`src/rtl/aurora_sup_pkg.sv`:
```
// aurora_sup_pkg: shared state encodings, widths and default timing constants
// for the Aurora link supervisor.
package aurora_sup_pkg;

    // Supervisor states; the numeric values are exported unchanged on state_dbg.
    typedef enum logic [2:0] {
        ST_RST     = 3'd0,
        ST_PB_HOLD = 3'd1,
        ST_WAIT_UP = 3'd2,
        ST_UP      = 3'd3,
        ST_DOWN    = 3'd4
    } sup_state_t;

    localparam int STATE_W = 3;
    localparam int RETRY_W = 8;
    localparam int DROP_W  = 16;

    // Default timing for the 2-lane QSFP channel.
    localparam int DEF_NUM_LANES      = 2;
    localparam int DEF_PMA_HOLD_CYC   = 128;
    localparam int DEF_PB_HOLD_CYC    = 64;
    localparam int DEF_DEBOUNCE_CYC   = 16;
    localparam int DEF_UP_TIMEOUT_CYC = 1048576;

    // Largest of three limits; sizes the phase counter shared by RST,
    // PB_HOLD and the WAIT_UP timeout.
    function automatic int max3(input int a, input int b, input int c);
        int m;
        m = (a > b) ? a : b;
        return (m > c) ? m : c;
    endfunction

endpackage

```
`src/rtl/aurora_sup_sync.sv`:
```
// aurora_sup_sync: parameterized-width 2-flop synchronizer for level signals
// entering the ap_clk domain. Bits are synchronized independently, so the
// consumer must not assume coherence between bits of the vector.
module aurora_sup_sync #(
    parameter int WIDTH = 1
) (
    input  logic             clk,
    input  logic             rst_n,
    input  logic [WIDTH-1:0] d,
    output logic [WIDTH-1:0] q
);

    logic [WIDTH-1:0] meta;

    // First stage may go metastable; second stage gives it a full cycle to settle.
    always_ff @(posedge clk or negedge rst_n) begin
        if (!rst_n) begin
            meta <= '0;
            q    <= '0;
        end else begin
            // NOTE: non-blocking so q takes the old meta; a blocking pair would collapse into one flop.
            meta <= d;
            q    <= meta;
        end
    end

endmodule

```
`src/rtl/aurora_link_supervisor.sv`:
```
// aurora_link_supervisor: bring-up and recovery sequencer for a bonded Aurora
// channel. Walks pma_init / reset_pb through their release order, debounces
// channel_up, and restarts the sequence on timeout, channel drop or a
// software force_reinit.
//
// Optional build macro AURORA_SUP_STATS_EN adds drop_cnt and last_lane_up
// diagnostic outputs; without it those ports and their logic do not exist.
module aurora_link_supervisor
    import aurora_sup_pkg::*;
#(
    parameter int NUM_LANES      = DEF_NUM_LANES,
    parameter int PMA_HOLD_CYC   = DEF_PMA_HOLD_CYC,
    parameter int PB_HOLD_CYC    = DEF_PB_HOLD_CYC,
    parameter int DEBOUNCE_CYC   = DEF_DEBOUNCE_CYC,
    parameter int UP_TIMEOUT_CYC = DEF_UP_TIMEOUT_CYC
) (
    input  logic                 ap_clk,
    input  logic                 ap_rst_n,
    input  logic                 channel_up,
    input  logic [NUM_LANES-1:0] lane_up,
    input  logic                 force_reinit,
    output logic                 pma_init,
    output logic                 reset_pb,
    output logic                 link_ok,
    output logic [NUM_LANES-1:0] lane_up_sync,
    output logic [RETRY_W-1:0]   retry_cnt,
`ifdef AURORA_SUP_STATS_EN
    output logic [DROP_W-1:0]    drop_cnt,
    output logic [NUM_LANES-1:0] last_lane_up,
`endif
    output logic [STATE_W-1:0]   state_dbg
);

    // ------------------------------------------------------------------
    // Counter sizing
    // ------------------------------------------------------------------
    localparam int PHASE_MAX = max3(PMA_HOLD_CYC, PB_HOLD_CYC, UP_TIMEOUT_CYC);
    localparam int PHASE_W   = $clog2(PHASE_MAX + 1);
    localparam int DEB_W     = $clog2(DEBOUNCE_CYC + 1);

    // RST and PB_HOLD last exactly their hold counts, so they leave on the
    // final count value rather than on the limit itself.
    localparam logic [PHASE_W-1:0] PMA_LAST    = PHASE_W'(PMA_HOLD_CYC - 1);
    localparam logic [PHASE_W-1:0] PB_LAST     = PHASE_W'(PB_HOLD_CYC - 1);
    localparam logic [PHASE_W-1:0] TIMEOUT_LIM = PHASE_W'(UP_TIMEOUT_CYC);
    localparam logic [DEB_W-1:0]   DEB_LIM     = DEB_W'(DEBOUNCE_CYC);

    // ------------------------------------------------------------------
    // Reset bridge
    // ------------------------------------------------------------------
    logic [1:0] rst_pipe;
    logic       rst_sync_n;

    // Assert asynchronously, release two ap_clk edges after ap_rst_n rises.
    always_ff @(posedge ap_clk or negedge ap_rst_n) begin
        if (!ap_rst_n) begin
            rst_pipe <= 2'b00;
        end else begin
            rst_pipe <= {rst_pipe[0], 1'b1};
        end
    end

    // Flop-driven so the release is glitch-free; the assert still follows
    // ap_rst_n immediately because rst_pipe clears asynchronously.
    assign rst_sync_n = rst_pipe[1];

    // ------------------------------------------------------------------
    // Input synchronization (lane_up and channel_up come from user_clk)
    // ------------------------------------------------------------------
    logic [NUM_LANES:0] link_raw;
    logic [NUM_LANES:0] link_sync;
    logic               chan_up_s;

    assign link_raw = {lane_up, channel_up};

    aurora_sup_sync #(
        .WIDTH (NUM_LANES + 1)
    ) u_sync (
        .clk   (ap_clk),
        .rst_n (rst_sync_n),
        .d     (link_raw),
        .q     (link_sync)
    );

    assign chan_up_s    = link_sync[0];
    assign lane_up_sync = link_sync[NUM_LANES:1];

    // ------------------------------------------------------------------
    // FSM state and counters
    // ------------------------------------------------------------------
    sup_state_t         state;
    logic [PHASE_W-1:0] phase_cnt;
    logic [DEB_W-1:0]   deb_cnt;

    assign state_dbg = state;

    // Shared decode, also used by the optional statistics block.
    logic               up_drop;
    logic               deb_done;
    logic               timeout_fire;
    logic [RETRY_W-1:0] retry_next;

    assign up_drop      = (state == ST_UP) && !chan_up_s;
    assign deb_done     = (deb_cnt == DEB_LIM);
    // Debounce completion wins over a coincident timeout; force_reinit wins over both.
    assign timeout_fire = (state == ST_WAIT_UP) && !force_reinit && !deb_done &&
                          (phase_cnt == TIMEOUT_LIM);
    assign retry_next   = (retry_cnt == '1) ? retry_cnt : retry_cnt + 1'b1;

    // Sequencer: state, phase/debounce counters and all registered outputs.
    always_ff @(posedge ap_clk or negedge rst_sync_n) begin
        if (!rst_sync_n) begin
            state     <= ST_RST;
            phase_cnt <= '0;
            deb_cnt   <= '0;
            pma_init  <= 1'b1;
            reset_pb  <= 1'b1;
            link_ok   <= 1'b0;
            retry_cnt <= '0;
        end else if (force_reinit) begin
            // Software restart overrides every other transition.
            state     <= ST_RST;
            phase_cnt <= '0;
            deb_cnt   <= '0;
            pma_init  <= 1'b1;
            reset_pb  <= 1'b1;
            link_ok   <= 1'b0;
            retry_cnt <= retry_next;
        end else begin
            case (state)
                ST_RST: begin
                    if (phase_cnt == PMA_LAST) begin
                        state     <= ST_PB_HOLD;
                        phase_cnt <= '0;
                        pma_init  <= 1'b0;
                    end else begin
                        phase_cnt <= phase_cnt + 1'b1;
                    end
                end

                ST_PB_HOLD: begin
                    if (phase_cnt == PB_LAST) begin
                        state     <= ST_WAIT_UP;
                        phase_cnt <= '0;
                        deb_cnt   <= '0;
                        reset_pb  <= 1'b0;
                    end else begin
                        phase_cnt <= phase_cnt + 1'b1;
                    end
                end

                ST_WAIT_UP: begin
                    if (deb_done) begin
                        state     <= ST_UP;
                        phase_cnt <= '0;
                        deb_cnt   <= '0;
                        link_ok   <= 1'b1;
                    end else if (timeout_fire) begin
                        state     <= ST_RST;
                        phase_cnt <= '0;
                        deb_cnt   <= '0;
                        pma_init  <= 1'b1;
                        reset_pb  <= 1'b1;
                        retry_cnt <= retry_next;
                    end else begin
                        phase_cnt <= phase_cnt + 1'b1;
                        // Any synced low restarts the run of consecutive highs.
                        deb_cnt   <= chan_up_s ? deb_cnt + 1'b1 : '0;
                    end
                end

                ST_UP: begin
                    if (up_drop) begin
                        state     <= ST_DOWN;
                        phase_cnt <= '0;
                        link_ok   <= 1'b0;
                    end
                end

                ST_DOWN: begin
                    // A drop is not a retry; just restart the sequence.
                    state     <= ST_RST;
                    phase_cnt <= '0;
                    deb_cnt   <= '0;
                    pma_init  <= 1'b1;
                    reset_pb  <= 1'b1;
                end

                default: begin
                    state     <= ST_RST;
                    phase_cnt <= '0;
                    deb_cnt   <= '0;
                    pma_init  <= 1'b1;
                    reset_pb  <= 1'b1;
                    link_ok   <= 1'b0;
                end
            endcase
        end
    end

`ifdef AURORA_SUP_STATS_EN
    // Diagnostics: count UP->DOWN drops (even under force_reinit) and
    // snapshot the lane status whenever a WAIT_UP timeout fires.
    always_ff @(posedge ap_clk or negedge rst_sync_n) begin
        if (!rst_sync_n) begin
            drop_cnt     <= '0;
            last_lane_up <= '0;
        end else begin
            if (up_drop && (drop_cnt != '1)) begin
                drop_cnt <= drop_cnt + 1'b1;
            end
            if (timeout_fire) begin
                last_lane_up <= lane_up_sync;
            end
        end
    end
`endif

endmodule
```
`config.mk`:
```
export PLATFORM = sky130hd
export DESIGN_NAME = aurora_link_supervisor
export DESIGN_NICKNAME = d
export VERILOG_FILES = /design/src/rtl/aurora_sup_pkg.sv /design/src/rtl/aurora_sup_sync.sv /design/src/rtl/aurora_link_supervisor.sv
export SDC_FILE = /design/constraint.sdc
export NUM_CORES = 1
export LEC_CHECK = 0
export ABC_AREA = 1
export CORE_MARGIN = 5
export CORE_UTILIZATION = 55
export DETAILED_ROUTE_END_ITERATION = 7
export GPL_ROUTABILITY_DRIVEN = 0
export PLACE_DENSITY = 0.73
export SETUP_SLACK_MARGIN = 0.15
export SYNTH_ARGS = -nofsm -noshare
export SYNTH_HDL_FRONTEND = slang
export SYNTH_HIERARCHICAL = 1
export SYNTH_SLANG_ARGS = --single-unit
```
`constraint.sdc`:
```
create_clock -name ap_clk -period 1.9 [get_ports ap_clk]
set_clock_uncertainty 0.1 [all_clocks]
set_input_delay 0.475 -clock ap_clk [delete_from_list [all_inputs] [get_ports ap_clk]]
set_output_delay 0.475 -clock ap_clk [all_outputs]
set_load 0.01 [all_outputs]
```
After elaboration in Yosys (flattened, before gate mapping)
Cells that the tools add are included.
Operators by class
  add/subtract/negate cells: 3
  equal/unequal tests: 20
  multiplexer cells: 37
  reductions and logical operators: 19
Operators by type and width (number)
  21-bit 2-to-1 mux: 6
  21-bit case mux with 4 select lines: 1
  8-bit 2-to-1 mux: 5
  5-bit 2-to-1 mux: 5
  21-bit by 1-bit adder with 21-bit output (second input constant): 1
  21-bit equality test (second input constant): 1
  21-bit by 6-bit equality test with 1-bit output (second input constant): 1
  21-bit by 7-bit equality test with 1-bit output (second input constant): 1
  3-bit 2-to-1 mux: 6
  3-bit inequality test (second input constant): 6
  5-bit case mux with 3 select lines: 1
  3-bit case mux with 4 select lines: 1
  4-bit AND reduction: 3
  1-bit 2-to-1 mux: 9
  1-bit case mux with 3 select lines: 3
  8-bit by 1-bit adder with 8-bit output (second input constant): 1
  8-bit equality test (second input constant): 1
  3-bit by 2-bit equality test with 1-bit output (second input constant): 2
  2-bit by 1-bit inequality test with 1-bit output (second input constant): 3
  3-bit AND reduction: 2
  5-bit by 1-bit adder with 5-bit output (second input constant): 1
  5-bit equality test (second input constant): 1
  1-bit logical AND: 4
  4-bit inequality test (second input constant): 1
  other kinds (9): 13
Storage, ports and cells
  flip-flop bits (word level): 48
  bits of input ports: 6
  output and inout bits: 16
  logic and storage cells: 89

Longest topological paths before layout
Gate-level depths: netlist of the first run.
  word-level depth: 8
  gate-level depth with buffers: 12
  mapped depth without buffers: 11

Cells and area by module
Netlist of the first run, hierarchy kept.
Modules (own cells, without submodules)
  aurora_link_supervisor: times used 1, cells an instance 391, area each 2693.8 µm², seq. area each 1053.5 µm²
  aurora_sup_sync: times used 1, cells an instance 6, area each 150.1 µm², seq. area each 150.1 µm²

Worst setup path before layout of the first run
Ideal clock, no wire load.
  kind: reg-to-reg
  from: reg phase_cnt[0]
  to: reg retry_cnt[2]
  setup time: 0.123 ns
  data arrival time: 1.458 ns
  required time: 1.677 ns
  path slack: 0.219 ns
  cell stages (with the launch flop): 12
  buffers on the path: 0
  period minus slack after synthesis: 1.681 ns
  cells stage by stage: dfrtp_1 > inv_1 > ha_1 > nand2_1 > inv_1 > nand2_1 > nor2_1 > nand3_1 > o21ai_4 > nand2_2 > nand2_1 > o21ai_1
On the way
  cells in the longest elaborated chain, start to end: 4
Ends and longest elaborated chain
  from (decl): RTL line aurora_link_supervisor.sv:92  | logic [PHASE_W-1:0] phase_cnt;
  from (signal assigned): RTL line aurora_link_supervisor.sv:137  | phase_cnt <= phase_cnt + 1'b1;
  from (signal assigned): RTL line aurora_link_supervisor.sv:148  | phase_cnt <= phase_cnt + 1'b1;
  from (signal assigned): RTL line aurora_link_supervisor.sv:166  | phase_cnt <= phase_cnt + 1'b1;
  21-bit equality test: RTL line aurora_link_supervisor.sv:107  | (phase_cnt == TIMEOUT_LIM);
  1-bit logical AND: RTL line aurora_link_supervisor.sv:106  | assign timeout_fire = (state == ST_WAIT_UP) && !force_reinit && !deb_done &&
  2-bit nonzero test (no line)
  3-bit AND reduction (no line)
  to (signal assigned): RTL line aurora_link_supervisor.sv:128  | retry_cnt <= retry_next;
  to (signal assigned): RTL line aurora_link_supervisor.sv:164  | retry_cnt <= retry_next;
  to (decl): RTL line aurora_link_supervisor.sv:26  | output logic [RETRY_W-1:0] retry_cnt,
No other way between the ends.
A chain may end at the register's enable or synchronous reset.

Worst setup path after layout of the first run
  from: reg phase_cnt[0]
  to: reg phase_cnt[4]
On the way
  cells in the longest elaborated chain, start to end: 6
  elaborated cells between the ends (all ways): 11
  classes of those cells: 1 x add/sub; 3 x eq/ne; 6 x mux; 1 x reduce/logical
Ends and longest elaborated chain
  parallel branches: the longest is 4 deep, another holds 21-bit by 1-bit adder with 21-bit output
  21-bit case mux with 4 select lines (*): RTL line aurora_link_supervisor.sv:130  | case (state)
  21-bit 2-to-1 mux (*): RTL line aurora_link_supervisor.sv:120  | end else if (force_reinit) begin
Mark *: on every way between the ends.

==> out/qor.yml, run 1 <==
setup_path:
  cp.arrival_ps: 1930
  slowest_delay_ps: 460
  cp-end-kind: "register"
  crit_path_frequent_cell: "nand2_2"
  critPathTopFamily: "simple AND/OR/NAND/NOR gates"
  crit_required_ps: 2000
  critPathKind: "register to register"
  cp-start-kind: "register"
  worst-path-stages: 12
  path_buf_inv: 3
  slowest_stage: "dfrtp_2"
  ff2ff_path_depth: 12
  crit_chain: "inv_4 > ha_4 > nand2_2 > inv_2 > nand2_2 > nor2_4 > nand4_1 > nand2_2 > nand3_4 > buf_6 > nand3_2 > nand2_1"
  reg2reg_setup_slack_ps: 70
  crit_fanout: 5
yosys:
  netlist_instances: 397
  yosys_most_used_dff: "dfrtp_1"
  ys_top_cells_by_area: "dfrtp_1, nand2_1, nor2_1"
  synth_area_um2: 2840
  synth_cell_types: 29
  ys_ff_latch: 48
  synthArstFlopShare_pct: 100
  synth_edf_count: 0
  synth_top_area_share_pct: 40.5
  syn_area_per_cell_um2: 7.16
  yosysWarnings: 6
  synth.yosys.seq_area_share_pct: 42.3
  synth_fp_nets: 408
  yosysTopAreaCell: "dfrtp_1"
finish:
  area_delta_synth_final_pct: 37.5
  num-nets-final: 480
  final-seq-area_um2: 1210
  fillers: 361
  drive_above_1_share_pct: 29.1
  multi_input_comb_area_um2: 1780
  stdcell_count: 540
  n_antenna_cell: 0
drt:
  viasPerCell: 5.41
  vias: 2920
  final_antenna_net_count: 0
  drc: 0
  first_pass_iters: 5
  wl_mm: 8.01
  wl_per_cell_um: 14.8
  dr.first_iter.drc_count: 280
floorplanning:
  die_area_um2: 6710
  die_w_um: 81.9
  rows: 26
  chipHeight_um: 81.9
  core_area_um2: 5070
  num_io_pins: 22
  start_util_pct: 56.0
placed_design:
  dp_cells: 509
  place_ws_ps: -70.0
  port_buffers: 21
  dpl.hpwl_mm: 4.83
timing:
  fin_crit_ps: 1830
  slew_viol_final: 0
  hold_viol: 0
  setup_slack_ps: 70.6
  post-route-period-util_pct: 96.3
  setup_viol: 0
  rsz0062_at_grt: "yes"
  clock.fmax_ghz: 0.547
  holdWs_ps: 122
  timing.setup.tns_ps: 0
clock_network:
  clock_latency_ps: 310
  clock_path_buffers: 2
  htree_levels: 2
  path_clk_slew_ps: 100
  cts-root-buf: "clkbuf_8"
  cts_tree: "yes"
  clock-sinks: 48
  cts_buffers: 5
grt:
  use_met1_pct: 31.8
  grt_antenna_before_repair: 0
  top_usage_layer: "met2"
  grt_start_max_net_pins: 28
  grt_pass1_wl_mm: 12.6
  grtUsageTotal_pct: 24.0
  grt_pass1_vias: 2727
  grtUsageMet3_pct: 3.95
  grtUsageMet2_pct: 41.0
  grt-ovfl-total: 0
power_and_ir_drop:
  p_per_area_nw_per_um2: 919
  ir_drop_mv: 0.685
  p_leak_nw: 1.93
  p_total_mw: 3.59
run_status:
  status: "finished clean"
hold_path:
  min_path_type: "register to asynchronous set/reset pin"
flow_run:
  cap_viol_max_count: 0
metal layers:
layer	share of wire, %	vias to the layer above
met2	50	102
met4	1.7	0
met1	42	1405
li1	-	1390
met3	5.5	23
met5	0	-
Yosys cell counts (2+ instances only):
library cell,n
o21bai_1,2
xnor2_1,7
o21ai_1,4
o21ai_0,7
nand3b_1,2
xor2_1,11
dfrtp_1,46
a21oi_1,5
dfstp_2,2
ha_1,5
inv_1,36
nand4_1,5
nor2_4,3
nand2_1,146
nor2_2,2
buf_2,4
nor3_1,4
nor2_1,55
nand2_2,2
nand3_1,40
state kept, by name, indices dropped and copies added, names as in the netlist:
name and flops:
deb_cnt 5, state_dbg 3, pma_init 1, reset_pb 1, rst_pipe 2, u_sync/meta 3
retry_cnt 8, u_sync/q 3, link_ok 1, phase_cnt 21
cells in the final DEF, fill, tap and decap left out, types with 6 or more instances in the layout:
master,count
clkbuf_8,6
nand2_2,16
xnor2_1,7
dfrtp_2,7
dlygate4sd2_1,16
buf_6,8
nand3_2,19
dfrtp_1,39
nor2_1,48
xor2_1,11
nand3_1,17
nand2_1,129
nor2_2,7
buf_4,40
inv_1,30
worst register-to-register path, stage by stage, from the launching register on:
cell and delay [ps]:
dfrtp_2 460, inv_4 90, ha_4 140, nand2_2 50
inv_2 60, nand2_2 50, nor2_4 130, nand4_1 130
nand2_2 130, nand3_4 110, buf_6 170, nand3_2 60
nand2_1 50
cell type report:
class,instances,share of cell area [%]
Clock buffer,6,2.11
Timing Repair Buffer,70,15.4
Inverter,36,3.58
Clock inverter,2,0.256
Multi-Input combinational cell,308,45.4
Tap cell,70,2.24
Sequential cell,48,31.0
per-stage QoR:
step	cell area, µm²	util, %
after floorplan	2840	-
after global placement	3320	65.5
after detailed placement	3320	65.5
after CTS	3670	72.3
after global routing	3910	77.0
final	3910	77.0
final timing paths:
path,startpoint,to
worst max-delay path,phase_cnt[0],phase_cnt[4]
max in group asynchronous,rst_pipe[1],reset_pb
worst min register to register,rst_pipe[1],state_dbg[0]
worst max register to register,phase_cnt[0],phase_cnt[4]
min in group ap_clk,rst_pipe[0],rst_pipe[1]
worst min-delay path,rst_pipe[1],state_dbg[0]
cell families after synthesis:
kind of cell | after synthesis | synth area share [%]
AND/OR/NAND/NOR | 262 | 39.4
flip-flops | 48 | 42.3
other | 1 | 0.132
buffers and inverters | 42 | 5.98
AO/OA/AOI/OAI | 21 | 4.44
adder cells (fa/ha/maj) | 5 | 2.20
XOR/XNOR | 18 | 5.54
where the power goes:
group / switching (mW) / total [mW] / internal, mW
Sequential: 0.123 / 1.27 / 1.15
Combinational: 0.926 / 1.67 / 0.745
Clock: 0.360 / 0.651 / 0.292
repair_timing:
| item | in CTS | in global routing |
|---|---|---|
| buffers inserted | 11 | 9 |
| gates resized for setup | 63 | 49 |
| setup endpoints to repair | 51 | 39 |
| pin swaps | 16 | 15 |
| hold buffers | 0 | 0 |
| cloned | 3 | 0 |
(Power assumes the default switching activity.)
==> run 2, diff against run 1 <==
- CORE_UTILIZATION: 55 -> 58
- PLACE_DENSITY: 0.73 -> 0.76
==> out/qor.yml, run 2 (synthesis gave the netlist of run 1 again) <==
flow_run:
  cap_viol_max_count: 0
floorplanning:
  rows: 25
  core_area_um2: 4750
  die_area_um2: 6400
  num_io_pins: 22
  chipHeight_um: 80.0
  die_w_um: 80.0
  start_util_pct: 59.8
timing:
  post-route-period-util_pct: 95.6
  fin_crit_ps: 1820
  slew_viol_final: 0
  rsz0062_at_grt: "yes"
  clock.fmax_ghz: 0.551
  hold_viol: 0
  holdWs_ps: 49.6
  setup_viol: 0
clock_network:
  htree_levels: 2
  cts_buffers: 5
  clock-sinks: 48
  cts_tree: "yes"
  hold_buffers: 0
  clock_latency_ps: 300
  clock_path_buffers: 2
  path_clk_slew_ps: 90
  cts-root-buf: "clkbuf_8"
setup_path:
  r2r-start: "phase_cnt[0]"
  cp.arrival_ps: 1910
  critPathKind: "register to register"
  ff2ff_path_depth: 12
  reg2reg_setup_slack_ps: 80
  crit_path_frequent_cell: "nand2_2"
  crit_required_ps: 2000
  cp-start-kind: "register"
  slowest_delay_ps: 450
  crit_fanout: 10
  timing.rr.end: "phase_cnt[8]"
  cp-end-kind: "register"
  crit_chain: "inv_2 > ha_4 > nand2_2 > inv_2 > nand2_2 > nor2_4 > nand4_1 > nand2_2 > nand3_4 > clkbuf_16 > nand3_1 > nand2_1"
  slowest_stage: "dfrtp_2"
power_and_ir_drop:
  ir_drop_mv: 0.774
  internal_power_mw: 2.31
  power.share.clock_pct: 22.8
  p_leak_nw: 1.93
  switchingPower_mw: 1.24
  power_frac_seq_pct: 35.7
  p_sw_share_pct: 34.9
  combPwrFrac_pct: 41.5
  p_total_mw: 3.55
  p_per_area_nw_per_um2: 944
grt:
  grt_pass1_wl_mm: 12.1
  grt-ovfl-total: 0
  grt_pass1_vias: 2666
  grtUsageTotal_pct: 24.0
  grt_start_max_net_pins: 23
  grt_antenna_before_repair: 0
finish:
  largest_reg_flops: 21
  n_antenna_cell: 0
  fillers: 339
  stdcell_count: 535
  final_common_cell: "nand2_1"
  regMostFlops: "phase_cnt"
  area_delta_synth_final_pct: 32.4
  reg_top3: "phase_cnt x21, retry_cnt x8, deb_cnt x5"
  num-nets-final: 478
  drive_above_1_share_pct: 23.5
  layout_common_cells: "nand2_1, nor2_1, buf_4"
placed_design:
  port_buffers: 21
  dp_cells: 505
  dpl.hpwl_mm: 4.83
hold_path:
  min_path_type: "register to asynchronous set/reset pin"
drt:
  first_pass_iters: 5
  wl_per_cell_um: 13.7
  vias: 2844
  final_antenna_net_count: 0
  wl_mm: 7.31
  viasPerCell: 5.32
  dr.first_iter.drc_count: 181
  drc: 0
run_status:
  status: "finished clean"
==> run 2: cell type report <==
| type | instances | area, µm² | area share (%) |
|---|---|---|---|
| clock buffers | 7 | 96.3 | 2.56 |
| repair buffers | 68 | 601 | 15.9 |
| inverters | 36 | 135 | 3.59 |
| well taps | 67 | 83.8 | 2.23 |
| flip-flops and latches | 48 | 1210 | 32.3 |
| clock inverters | 1 | 30.0 | 0.797 |
| multi-input cells | 308 | 1610 | 42.6 |
==> run 2: metal layers <==
layer	track usage (%)	wire length (µm)	up-vias
li1	-	-	1389
met1	31.8	3250	1349
met2	39.8	3560	94
met3	4.74	401	12
met4	6.76	99	0
met5	0	0	-
==> run 2: worst max-delay path, delay by kind of cell (launching register included) <==
kind	cells	cell delay [ps]
simple gates	8	670
buf+inv	3	340
fa+ha+maj	1	140
flops	1	450
==> run 2: worst max path at each step <==
stage                  from           end  slack (ps)  cells after the start
6_report       phase_cnt[0]  phase_cnt[8]          80                     12
5_1_grt        phase_cnt[0]  phase_cnt[3]         -10                     12
4_1_cts        state_dbg[1]  state_dbg[1]           7                      1
3_5_place_dp   force_reinit  state_dbg[1]        -140                      9
3_3_place_gp   force_reinit    deb_cnt[2]         -80                      8
2_1_floorplan  phase_cnt[0]  retry_cnt[2]         220                     11
==> run 2: what timing repair did <==
action / 4_1_cts / 5_1_grt
resized for setup: 38 / 27
setup buffers: 15 / 5
endpoints found under the setup margin: 52 / 41
pin swaps: 11 / 6
gates cloned: 1 / 1
endpoints found under the hold margin: 0 / 0
==> run 2: power by group through the flow <==
stage / Sequential, mW / Combinational (mW) / Clock, mW
floorplan: 1.32 / 0.557 / 0
detailed placement: 1.31 / 1.06 / 0
global route: 1.29 / 1.61 / 0.856
CTS: 1.27 / 1.21 / 0.811
finish: 1.27 / 1.47 / 0.810
global placement: 1.31 / 1.03 / 0
==> run 2: through the flow <==
stage	util, %	area [µm²]	setup TNS, ps	setup slack (ps)
3_5_place_dp	69.9	3320	-1480	-140
6_report	79.2	3770	0	83.6
4_1_cts	76.4	3630	0	7.11
2_1_floorplan	-	2840	0	219
3_3_place_gp	69.9	3320	-780	-84.7
5_1_grt	79.2	3770	-58.6	-11.3
==> run 3, diff against run 2 <==
- ABC_AREA: 1 -> 0
- CORE_UTILIZATION: 58 -> 57
- TNS_END_PERCENT: unset -> 30
==> out/qor.yml, run 3 <==
timing:
  max_slew_margin_pct: 50.1
  fin_crit_ps: 2550
  setup_viol: 38
  slew_viol_final: 0
  setup_slack_ps: -653
  worstMarginPinSlew_ps: 745
  holdWs_ps: 89.7
  post-route-period-util_pct: 134
  rsz0062_at_grt: "yes"
  hold_viol: 0
  clock.fmax_ghz: 0.392
drt:
  vias: 2927
  viasPerCell: 6.79
  drc: 0
  wl_mm: 9.47
  wl_per_cell_um: 22.0
  dr.first_iter.drc_count: 296
  final_antenna_net_count: 0
  first_pass_iters: 6
yosys:
  yosysWarnings: 6
  syn_area_per_cell_um2: 9.48
  ys_top_cells_by_area: "dfrtp_1, nand2_1, nand3_1"
  synth.yosys.seq_area_share_pct: 46.2
  synth_area_um2: 2610
  synth_xor_area_share_pct: 2.35
  yosysTopAreaCell: "dfrtp_1"
  synth_top_family_by_area: "simple AND/OR/NAND/NOR gates"
  ys_ff_latch: 48
  synth_top_area_share_pct: 44.1
  synth_edf_count: 0
  synth_adder_area_share_pct: 2.40
  synth_fp_nets: 286
  yosys_most_used_dff: "dfrtp_1"
  synth.most_common_cell: "dfrtp_1"
  synth_simple_gate_area_share_pct: 24.5
  synth_common_cells: "dfrtp_1, nand2_1, nor2_1"
  synthArstFlopShare_pct: 100
  synth_cell_types: 53
  netlist_instances: 275
  synth_compound_area_share_pct: 16.8
  synth_mux_area_share_pct: 3.21
grt:
  grtUsageMet3_pct: 5.90
  grt_pass1_vias: 2843
  grt_start_max_net_pins: 33
  grt_antenna_before_repair: 0
  grt_pass1_wl_mm: 14.2
  grt-ovfl-total: 0
  grtUsageMet2_pct: 49.6
  top_usage_layer: "met2"
  use_met1_pct: 35.4
  grtUsageTotal_pct: 29.5
finish:
  largest_reg_flops: 21
  regMostFlops: "phase_cnt"
  reg_top3: "phase_cnt x21, retry_cnt x8, deb_cnt x5"
  layout_common_cells: "buf_4, dfrtp_1, nand2_1"
  drive_above_1_share_pct: 37.5
  final_util_pct: 88.5
  final_common_cell: "buf_4"
  area_delta_synth_final_pct: 48.8
  fillers: 196
  multi_input_comb_area_um2: 1550
  n_antenna_cell: 0
  final-seq-area_um2: 1210
  stdcell_count: 431
  num-nets-final: 389
setup_path:
  cp-end-kind: "register"
  crit_required_ps: 2010
  r2r-start: "phase_cnt[16]"
  ff2ff_path_depth: 5
  reg2reg_setup_slack_ps: -650
  timing.rr.end: "phase_cnt[1]"
  cp.arrival_ps: 2660
  critPathKind: "register to register"
  cp-start-kind: "register"
  crit_fanout: 6
power_and_ir_drop:
  p_leak_nw: 1.75
  ir_drop_mv: 0.655
  p_total_mw: 2.57
  p_per_area_nw_per_um2: 661
run_status:
  status: "finished, violations left"
  violations: "setup timing"
hold_path:
  min_path_type: "register to asynchronous set/reset pin"
clock_network:
  clock_latency_ps: 310
  path_clk_slew_ps: 90
  cts_tree: "yes"
  clock_path_buffers: 2
  cts_buffers: 5
  hold_buffers: 0
  cts-root-buf: "clkbuf_8"
  htree_levels: 2
  clock-sinks: 48
floorplanning:
  start_util_pct: 59.5
  die_w_um: 77.6
  rows: 24
  chipHeight_um: 77.6
  num_io_pins: 22
  core_area_um2: 4380
  die_area_um2: 6030
placed_design:
  place_ws_ps: -805
  port_buffers: 21
  dp_cells: 421
  dpl.hpwl_mm: 5.33
flow_run:
  cap_viol_max_count: 0
## run 3: through the flow
step,area [µm²],setup TNS [ps]
2_1_floorplan,2630,-15160
3_3_place_gp,3500,-23140
3_5_place_dp,3500,-24710
4_1_cts,3810,-18170
5_1_grt,3880,-22060
6_report,3880,-19980
## run 3: power by group
part	leakage (nW)	internal, mW	switching (mW)
Sequential	0.627	1.12	0.132
Clock	0.0614	0.431	0.381
Combinational	1.06	0.258	0.248
Total	1.75	1.81	0.761
## run 3: final cells by class
class / instances / area share [%]
Inverter: 15 / 1.45
Clock inverter: 2 / 0.999
Clock buffer: 6 / 2.13
Sequential cell: 48 / 31.1
Tap cell: 52 / 1.68
Multi-Input combinational cell: 200 / 39.8
Timing Repair Buffer: 108 / 22.8
## run 3: kinds of logic after synthesis
family | Yosys count
compound gates | 62
xor+xnor | 7
fa+ha+maj | 5
buf+inv | 27
flops | 48
mux | 8
other cells | 1
simple gates | 117
## run 3: worst max-delay path, stage by stage (launching register included)
cell and delay (ps):
dfrtp_1 420, or4_4 570, or3_4 360, o31a_4 390, or3_4 390, a22o_1 200
## run 3: timing repair
item | in CTS | in global routing
pin swaps | 17 | 2
cloned | 0 | 0
endpoints found under the setup margin | 54 | 42
resized for setup | 56 | 16
setup buffers | 2 | 0
## run 3: worst max-delay path by stage
stage / from / slack (ps) / endpoint / depth (start not counted)
6_report: phase_cnt[16] / -650 / phase_cnt[1] / 5
5_1_grt: phase_cnt[8] / -690 / phase_cnt[1] / 5
4_1_cts: phase_cnt[8] / -600 / phase_cnt[1] / 5
3_5_place_dp: force_reinit / -810 / phase_cnt[15] / 8
3_3_place_gp: force_reinit / -730 / phase_cnt[1] / 7
2_1_floorplan: phase_cnt[17] / -610 / phase_cnt[1] / 6
## run 3: routing by layer
| layer | part of all wire [%] | vias up |
|---|---|---|
| li1 | - | 1226 |
| met1 | 37 | 1426 |
| met2 | 48 | 195 |
| met3 | 7.3 | 80 |
| met4 | 7.0 | 0 |
| met5 | 0 | - |
